## config.mk

```make
export PLATFORM = sky130hd
export DESIGN_NAME = mem_arbiter
export DESIGN_NICKNAME = d
export VERILOG_FILES = /design/src/rtl/mem_arb_pkg.sv /design/src/rtl/rr_arbiter2.sv /design/src/rtl/mem_arbiter.sv
export SDC_FILE = /design/constraint.sdc
export NUM_CORES = 1
export LEC_CHECK = 0
export CAP_MARGIN = 5
export CORE_ASPECT_RATIO = 1.25
export CORE_UTILIZATION = 39
export DETAILED_ROUTE_END_ITERATION = 10
export PLACE_DENSITY = 0.85
export SLEW_MARGIN = 0
export SYNTH_ARGS = -nofsm -noshare
export SYNTH_HDL_FRONTEND = slang
export SYNTH_SLANG_ARGS = --single-unit
```

## constraint.sdc

```tcl
create_clock -name clock -period 1.4 [get_ports clock]
set_input_delay 0.14 -clock clock [delete_from_list [all_inputs] [get_ports clock]]
set_output_delay 0.14 -clock clock [all_outputs]
set_load 0.05 [all_outputs]
```

## src/rtl/mem_arb_pkg.sv

```systemverilog
// Shared widths, FSM state codes and requester IDs for the two-port memory arbiter.
package mem_arb_pkg;

    localparam int ADDR_W = 5;
    localparam int DATA_W = 32;

    localparam logic [1:0] S_IDLE  = 2'd0;
    localparam logic [1:0] S_WRITE = 2'd1;
    localparam logic [1:0] S_READ  = 2'd2;
    localparam logic [1:0] S_RDATA = 2'd3;

    typedef enum logic {
        PORT_A = 1'b0,
        PORT_B = 1'b1
    } port_t;

endpackage

```

## src/rtl/rr_arbiter2.sv

```systemverilog
// Combinational two-way round-robin pick; the priority pointer lives in the caller.
module rr_arbiter2
    import mem_arb_pkg::*;
(
    input  logic [1:0] req,
    input  port_t      prio,
    output port_t      winner
);

    always_comb begin
        winner = PORT_A;
        if (req == 2'b11) begin
            winner = prio;
        end else if (req[1]) begin
            winner = PORT_B;
        end
    end

endmodule

```

## src/rtl/mem_arbiter.sv

```systemverilog
// Two-requester front end for a 32x32 single-port memory with round-robin arbitration.
//  state   | meaning
//  S_IDLE  | sample requests, latch winner's command
//  S_WRITE | write enable and winner's grant on the memory bus
//  S_READ  | read enable and winner's grant on the memory bus
//  S_RDATA | memory data valid; capture into winner's rdata
module mem_arbiter
    import mem_arb_pkg::*;
(
    input  logic              clock,
    input  logic              reset,
    input  logic              a_req,
    input  logic              a_we,
    input  logic [ADDR_W-1:0] a_addr,
    input  logic [DATA_W-1:0] a_wdata,
    input  logic              b_req,
    input  logic              b_we,
    input  logic [ADDR_W-1:0] b_addr,
    input  logic [DATA_W-1:0] b_wdata,
    output logic              a_gnt,
    output logic              b_gnt,
    output logic              a_rvalid,
    output logic              b_rvalid,
    output logic [DATA_W-1:0] a_rdata,
    output logic [DATA_W-1:0] b_rdata,
    output logic [ADDR_W-1:0] mem_address,
    output logic [DATA_W-1:0] mem_data_in,
    output logic              mem_read_en,
    output logic              mem_write_en,
    input  logic [DATA_W-1:0] mem_data_out,
    output logic              busy
);

    logic [1:0]        state;
    port_t             prio;
    port_t             win;
    port_t             winner;
    logic              sel_we;
    logic [ADDR_W-1:0] sel_addr;
    logic [DATA_W-1:0] sel_wdata;

    rr_arbiter2 u_rr (
        .req    ({b_req, a_req}),
        .prio   (prio),
        .winner (winner)
    );

    always_comb begin
        sel_we    = a_we;
        sel_addr  = a_addr;
        sel_wdata = a_wdata;
        if (winner == PORT_B) begin
            sel_we    = b_we;
            sel_addr  = b_addr;
            sel_wdata = b_wdata;
        end
    end

    // Outputs are computed from the next state so every pulse is registered.
    always_ff @(posedge clock) begin
        if (reset) begin
            state        <= S_IDLE;
            prio         <= PORT_A;
            win          <= PORT_A;
            a_gnt        <= 1'b0;
            b_gnt        <= 1'b0;
            a_rvalid     <= 1'b0;
            b_rvalid     <= 1'b0;
            a_rdata      <= '0;
            b_rdata      <= '0;
            mem_address  <= '0;
            mem_data_in  <= '0;
            mem_read_en  <= 1'b0;
            mem_write_en <= 1'b0;
            busy         <= 1'b0;
        end else begin
            a_gnt        <= 1'b0;
            b_gnt        <= 1'b0;
            a_rvalid     <= 1'b0;
            b_rvalid     <= 1'b0;
            mem_read_en  <= 1'b0;
            mem_write_en <= 1'b0;
            case (state)
                S_IDLE: begin
                    if (a_req || b_req) begin
                        win         <= winner;
                        prio        <= (winner == PORT_A) ? PORT_B : PORT_A;
                        mem_address <= sel_addr;
                        a_gnt       <= (winner == PORT_A);
                        b_gnt       <= (winner == PORT_B);
                        busy        <= 1'b1;
                        if (sel_we) begin
                            mem_data_in  <= sel_wdata;
                            mem_write_en <= 1'b1;
                            state        <= S_WRITE;
                        end else begin
                            mem_read_en <= 1'b1;
                            state       <= S_READ;
                        end
                    end
                end
                S_WRITE: begin
                    busy  <= 1'b0;
                    state <= S_IDLE;
                end
                S_READ: begin
                    state <= S_RDATA;
                end
                S_RDATA: begin
                    if (win == PORT_A) begin
                        a_rdata  <= mem_data_out;
                        a_rvalid <= 1'b1;
                    end else begin
                        b_rdata  <= mem_data_out;
                        b_rvalid <= 1'b1;
                    end
                    busy  <= 1'b0;
                    state <= S_IDLE;
                end
                default: begin
                    busy  <= 1'b0;
                    state <= S_IDLE;
                end
            endcase
        end
    end

endmodule

```

==> results of run 1 <==
## per-stage QoR
step	setup TNS, ns	worst slack (ns)	power [mW]
2_1_floorplan	-0.311	-0.0117	5.11
3_3_place_gp	-14.60	-0.367	6.17
3_5_place_dp	-18.86	-0.564	6.22
4_1_cts	-0.0521	-0.0184	9.04
5_1_grt	-0.989	-0.0674	9.39
6_report	-0.0388	-0.0265	9.02
## cell usage after synthesis
cell type  number
nand2_1       139
dfxtp_1       112
a21oi_1        99
nor2_1         70
clkbuf_1       45
nor2b_1        33
nand4b_1       32
o21ai_0        32
a2111oi_2      30
buf_2          11
nand3_1        11
buf_4           6
a31oi_1         5
nor3_1          3
a2111oi_0       2
and3_1          2
buf_6           2
nand2b_1        2
a211oi_1        1
a21o_1          1
inv_1           1
nand2_2         1
nor2_2          1
nor3_4          1
nor3b_1         1
o31a_1          1
o41ai_2         1
or2_2           1
or3_1           1
## critical path: stages (launching register included)
cell and delay (ns):
dfxtp_4 0.38, nand2b_4 0.15, and3_4 0.25, buf_6 0.16, nor2_2 0.05, a2111oi_2 0.32
## layout make-up
type,instances,area share
Inverter,1,0.000461
Clock buffer,10,0.0294
Tap cell,168,0.0258
Sequential cell,112,0.277
Clock inverter,5,0.0106
Multi-Input combinational cell,470,0.334
Timing Repair Buffer,262,0.323
## worst paths after layout
check / slack, ns / to / cells past startpoint / startpoint
max: -0.03 / mem_data_in[19] / 5 / prio
min: 0.25 / busy / 2 / reset
max reg2reg: -0.03 / mem_data_in[19] / 5 / prio
min reg2reg: 0.45 / a_rdata[7] / 2 / a_rdata[7]
## power breakdown
group / internal (mW) / leakage [nW] / switching, mW / total [mW]
Sequential: 3.38 / 0.912 / 0.171 / 3.55
Clock: 1.62 / 0.160 / 1.16 / 2.78
Combinational: 1.15 / 1.94 / 1.55 / 2.69
Total: 6.15 / 3.01 / 2.88 / 9.02
## sequential cells by signal (all words and copies together), names as in the netlist
signal,count
a_rdata,32
busy,1
b_rvalid,1
mem_write_en,1
a_rvalid,1
a_gnt,1
win,1
state,2
b_gnt,1
prio,1
mem_read_en,1
mem_data_in,32
mem_address,5
b_rdata,32
## routing by layer
| layer | up-vias | global-route usage |
|---|---|---|
| met5 | - | 0 |
| met4 | 0 | 0.0779 |
| met3 | 24 | 0.0506 |
| met2 | 239 | 0.423 |
| met1 | 2567 | 0.262 |
| li1 | 2641 | - |
## cell families after synthesis
family | count (synthesis) | synth area share
DFF | 112 | 0.436
and+or+nand+nor | 298 | 0.275
buffers and inverters | 65 | 0.0574
AOI/OAI and AO/OA | 172 | 0.232
## what timing repair did
| item | CTS | global route |
|---|---|---|
| cloned | 0 | 1 |
| endpoints found under the setup margin | 37 | 52 |
| setup buffers | 1 | 0 |
| pin swaps | 3 | 1 |
| resized for setup | 17 | 11 |
==> impl_metrics.toml, run 1 <==
[drt]
wirelength_met1_um = 6350
post_drt_wl_per_cell_um = 15.5
ant_nets = 0
vias_per_cell = 5.32
remaining_drc_errors = 0
drtPass1Iterations = 5
route.met2.wl_um = 8160
vias = 5471
wl_um = 16000
drtIter0Drc = 384
top_layer = "met4"
wl_met3_um = 1140

[cells_and_area]
final_cells = 1028
diodes = 0
multi_input_comb_area_sq_um = 2720
drive_gt1_frac = 0.257
final_core_util = 0.637
design_area_sq_um = 8140
area_delta_synth_final_pct = 58.1
nFillCells = 1065
regArea_sq_um = 2250
most-common-layout-cells = "nand2_1, buf_4, dfxtp_1"
final_common_cell = "nand2_1"
nNetsFinal = 968

[floorplan]
die_w_um = 105
die_area_sq_um = 13700
start_util = 0.403
row_count = 46
core_area_sq_um = 12800
ioPinCount = 220
die_y_um = 130

[synthesis]
syn_area_sq_um = 5150
synth-seq-cells = 112
synthDistinctLibCells = 29
syn_inst = 647
synth_nets = 759
yosys.area.top_type_share = 0.436
avgSynthCellArea_sq_um = 7.96
synth.yosys.seq_area_share = 0.436
ys_warn_count = 0
synth_area_leader_cell = "dfxtp_1"
synth.area.top_cells = "dfxtp_1, nand2_1, a21oi_1"

[place]
port-buffer-count = 219
dp_cells = 1011
dp_hpwl_um = 11200
place_area_sq_um = 7680
gp_congestion = 0.818

[status]
violations = "negative setup slack"
outcome = "finished, violations left"

[sta]
slew_headroom = 0.699
period_share = 1.02
post-route-min-period_ns = 1.43
fmax_mhz = 701
rsz0062_at_grt = "true"
setup_viol = 2
fin_ws_ns = -0.0265
finalMaxSlewViolations = 0
hold-worst-slack_ns = 0.254
worstMarginPinSlew_ns = 0.451
finalHoldViolCount = 0
fin_worst_skew_ns = 0.00613

[power_and_ir_drop]
leakagePower_nw = 3.01
peakVddDrop_v = 0.000571
powerDensity_nw_per_um2 = 1110

[clock_tree]
cts-htree-levels = 3
clk-insertion-delay-late_ns = 0.34
hold_buffers = 0
cts.sinks = 112
clk_pin_slew_worst_paths_ns = 0.07
cts-root-buf = "clkbuf_16"
cts_buffer_depth = 2
cts_tree = "built"
cts_made_buffers = 9

[worst_setup_path]
start_kind = "flop"
path_class = "flop to flop"
cp.arrival_ns = 1.65
critPathRequiredTime_ns = 1.62
crit_path_end_kind = "flop"
crit_fanout = 9

[global_routing]
track_usage = 0.229
grt_overflow = 0
grt_first_pass_wirelength_um = 25100
grt_pass1_vias = 5211
antenna_found_initial = 0
grt_max_degree = 38

[flow_run]
maxCapViolations = 0

[hold_path]
min_path_type = "input pin to flop"
(Power assumes the default switching activity.)
==> run 2, diff against run 1 <==
- GPL_ROUTABILITY_DRIVEN: unset -> 0
- HOLD_SLACK_MARGIN: unset -> 0.08
==> results of run 2 <==
Final layout, timing and power as in run 1 (identical DEF).
==> run 3, diff against run 2 <==
- TNS_END_PERCENT: unset -> 1
==> run 3 against run 2 <==
Against the previous run: the flow still finishes with violations (negative setup slack); sequential power hardly changed; core utilization decreased by 0.67 points; global-route usage barely moved; routed wire length shrank 1.1%; critical path depth unchanged; clock skew is essentially flat; critical path type unchanged; combinational power down 2%; worst setup slack lost 0.0086 ns; final cell count barely moved.
==> impl_metrics.toml, run 3 (synthesis gave the netlist of run 1 again) <==
[cells_and_area]
diodes = 0
most-common-layout-cells = "nand2_1, buf_4, dfxtp_1"
drive_gt1_frac = 0.248
top_regs = "a_rdata: 32 flops, b_rdata: 32 flops, mem_data_in: 32 flops"
area_delta_synth_final_pct = 56.5
final_core_util = 0.630
final_common_cell = "nand2_1"
nNetsFinal = 967
final_cells = 1027

[clock_tree]
cts-root-buf = "clkbuf_16"
cts_tree = "built"
cts-htree-levels = 3
clk_pin_slew_worst_paths_ns = 0.07
cts.sinks = 112
clk-insertion-delay-late_ns = 0.34
hold_buffers = 0
cts_made_buffers = 9
cts_buffer_depth = 2

[drt]
post_drt_wl_per_cell_um = 15.4
ant_nets = 0
drtIter0Drc = 376
remaining_drc_errors = 0
vias_per_cell = 5.30
vias = 5447
wl_um = 15800
drtPass1Iterations = 5

[sta]
fmax_mhz = 697
hold-worst-slack_ns = 0.249
finalMaxSlewViolations = 0
worstMarginPinSlew_ns = 0.435
fin_ws_ns = -0.0351
setup_viol = 3
finalHoldViolCount = 0
slew_headroom = 0.710
post-route-min-period_ns = 1.44
rsz0062_at_grt = "true"
fin_worst_skew_ns = 0.00632
period_share = 1.03
fin_tns_setup_ns = -0.0722

[global_routing]
antenna_found_initial = 0
grt_pass1_vias = 5185
grt_first_pass_wirelength_um = 25100
grt_overflow = 0
grt_max_degree = 38
track_usage = 0.229

[worst_setup_path]
r2r_slack_ns = -0.04
crit_path_end_kind = "flop"
timing.rr.end = "mem_data_in[19]"
timing.rr.start = "prio"
path_class = "flop to flop"
critPathRequiredTime_ns = 1.63
reg2reg_depth = 5
crit_fanout = 9
start_kind = "flop"
cp.arrival_ns = 1.66

[hold_path]
min_path_type = "input pin to flop"
min_from = "reset"
hold_path_depth = 2
worst_hold_path.endpoint = "busy"

[power_and_ir_drop]
powerDensity_nw_per_um2 = 1110
power.total_mw = 8.97
leakagePower_nw = 2.98
peakVddDrop_v = 0.000579

[floorplan]
core_area_sq_um = 12800
die_w_um = 105
start_util = 0.403
row_count = 46
ioPinCount = 220
die_area_sq_um = 13700
die_y_um = 130

[place]
dp_hpwl_um = 11200
port-buffer-count = 219
dp_cells = 1011

[status]
outcome = "finished, violations left"
violations = "negative setup slack"

[flow_run]
maxCapViolations = 0
## run 3: changes by cell type in the layout (fill, tap and decap cells not counted), sizes merged
cell / before / now
clkbuf: 11 / 10
## run 3: power breakdown
group / switching [mW] / total, mW / internal (mW)
clock: 1.16 / 2.79 / 1.63
combinational: 1.52 / 2.64 / 1.12
sequential: 0.166 / 3.54 / 3.38
total: 2.85 / 8.97 / 6.12
## run 3: routing by layer
layer / wire, um / up-vias / GRT usage
li1: - / 2639 / -
met1: 6280 / 2534 / 0.264
met2: 8070 / 250 / 0.420
met3: 1130 / 24 / 0.0506
met4: 325 / 0 / 0.0779
met5: 0 / - / 0
## run 3: how the worst max path moves through the flow
stage	depth (start not counted)	slack, ns	endpoint	startpoint
after global placement	6	-0.37	mem_data_in[0]	a_req
after floorplan	6	-0.01	mem_data_in[22]	state[0]
after global routing	5	-0.07	mem_data_in[19]	prio
final	5	-0.04	mem_data_in[19]	prio
after CTS	5	-0.03	mem_data_in[19]	prio
after detailed placement	6	-0.56	mem_data_in[31]	a_req
## run 3: timing repair
item,CTS,global route
endpoints found under the setup margin,37,52
resized for setup,13,3
pin swaps,1,1
gates cloned,0,0
buffers inserted,1,0
## run 3: area by class of cell
| class | instances | area (sq um) |
|---|---|---|
| Clock inverter | 5 | 86.3 |
| Timing Repair Buffer | 261 | 2610 |
| Multi-Input combinational cell | 470 | 2660 |
| Inverter | 1 | 3.75 |
| Clock buffer | 10 | 239 |
| Fill cell | 1070 | 4720 |
| Tap cell | 168 | 210 |
| Sequential cell | 112 | 2250 |
## run 3: through the flow
| step | worst slack (ns) | instance area, sq um |
|---|---|---|
| floorplan | -0.0117 | 5180 |
| global placement | -0.367 | 7680 |
| global route | -0.0654 | 8060 |
| detailed placement | -0.564 | 7680 |
| CTS | -0.0301 | 8040 |
| finish | -0.0351 | 8060 |
## run 3: worst max-delay path, stage by stage (launching register included)
cell and delay [ns]:
dfxtp_4 0.38, nand2b_4 0.15, and3_4 0.25, buf_6 0.15, nor2_1 0.07, a2111oi_2 0.32
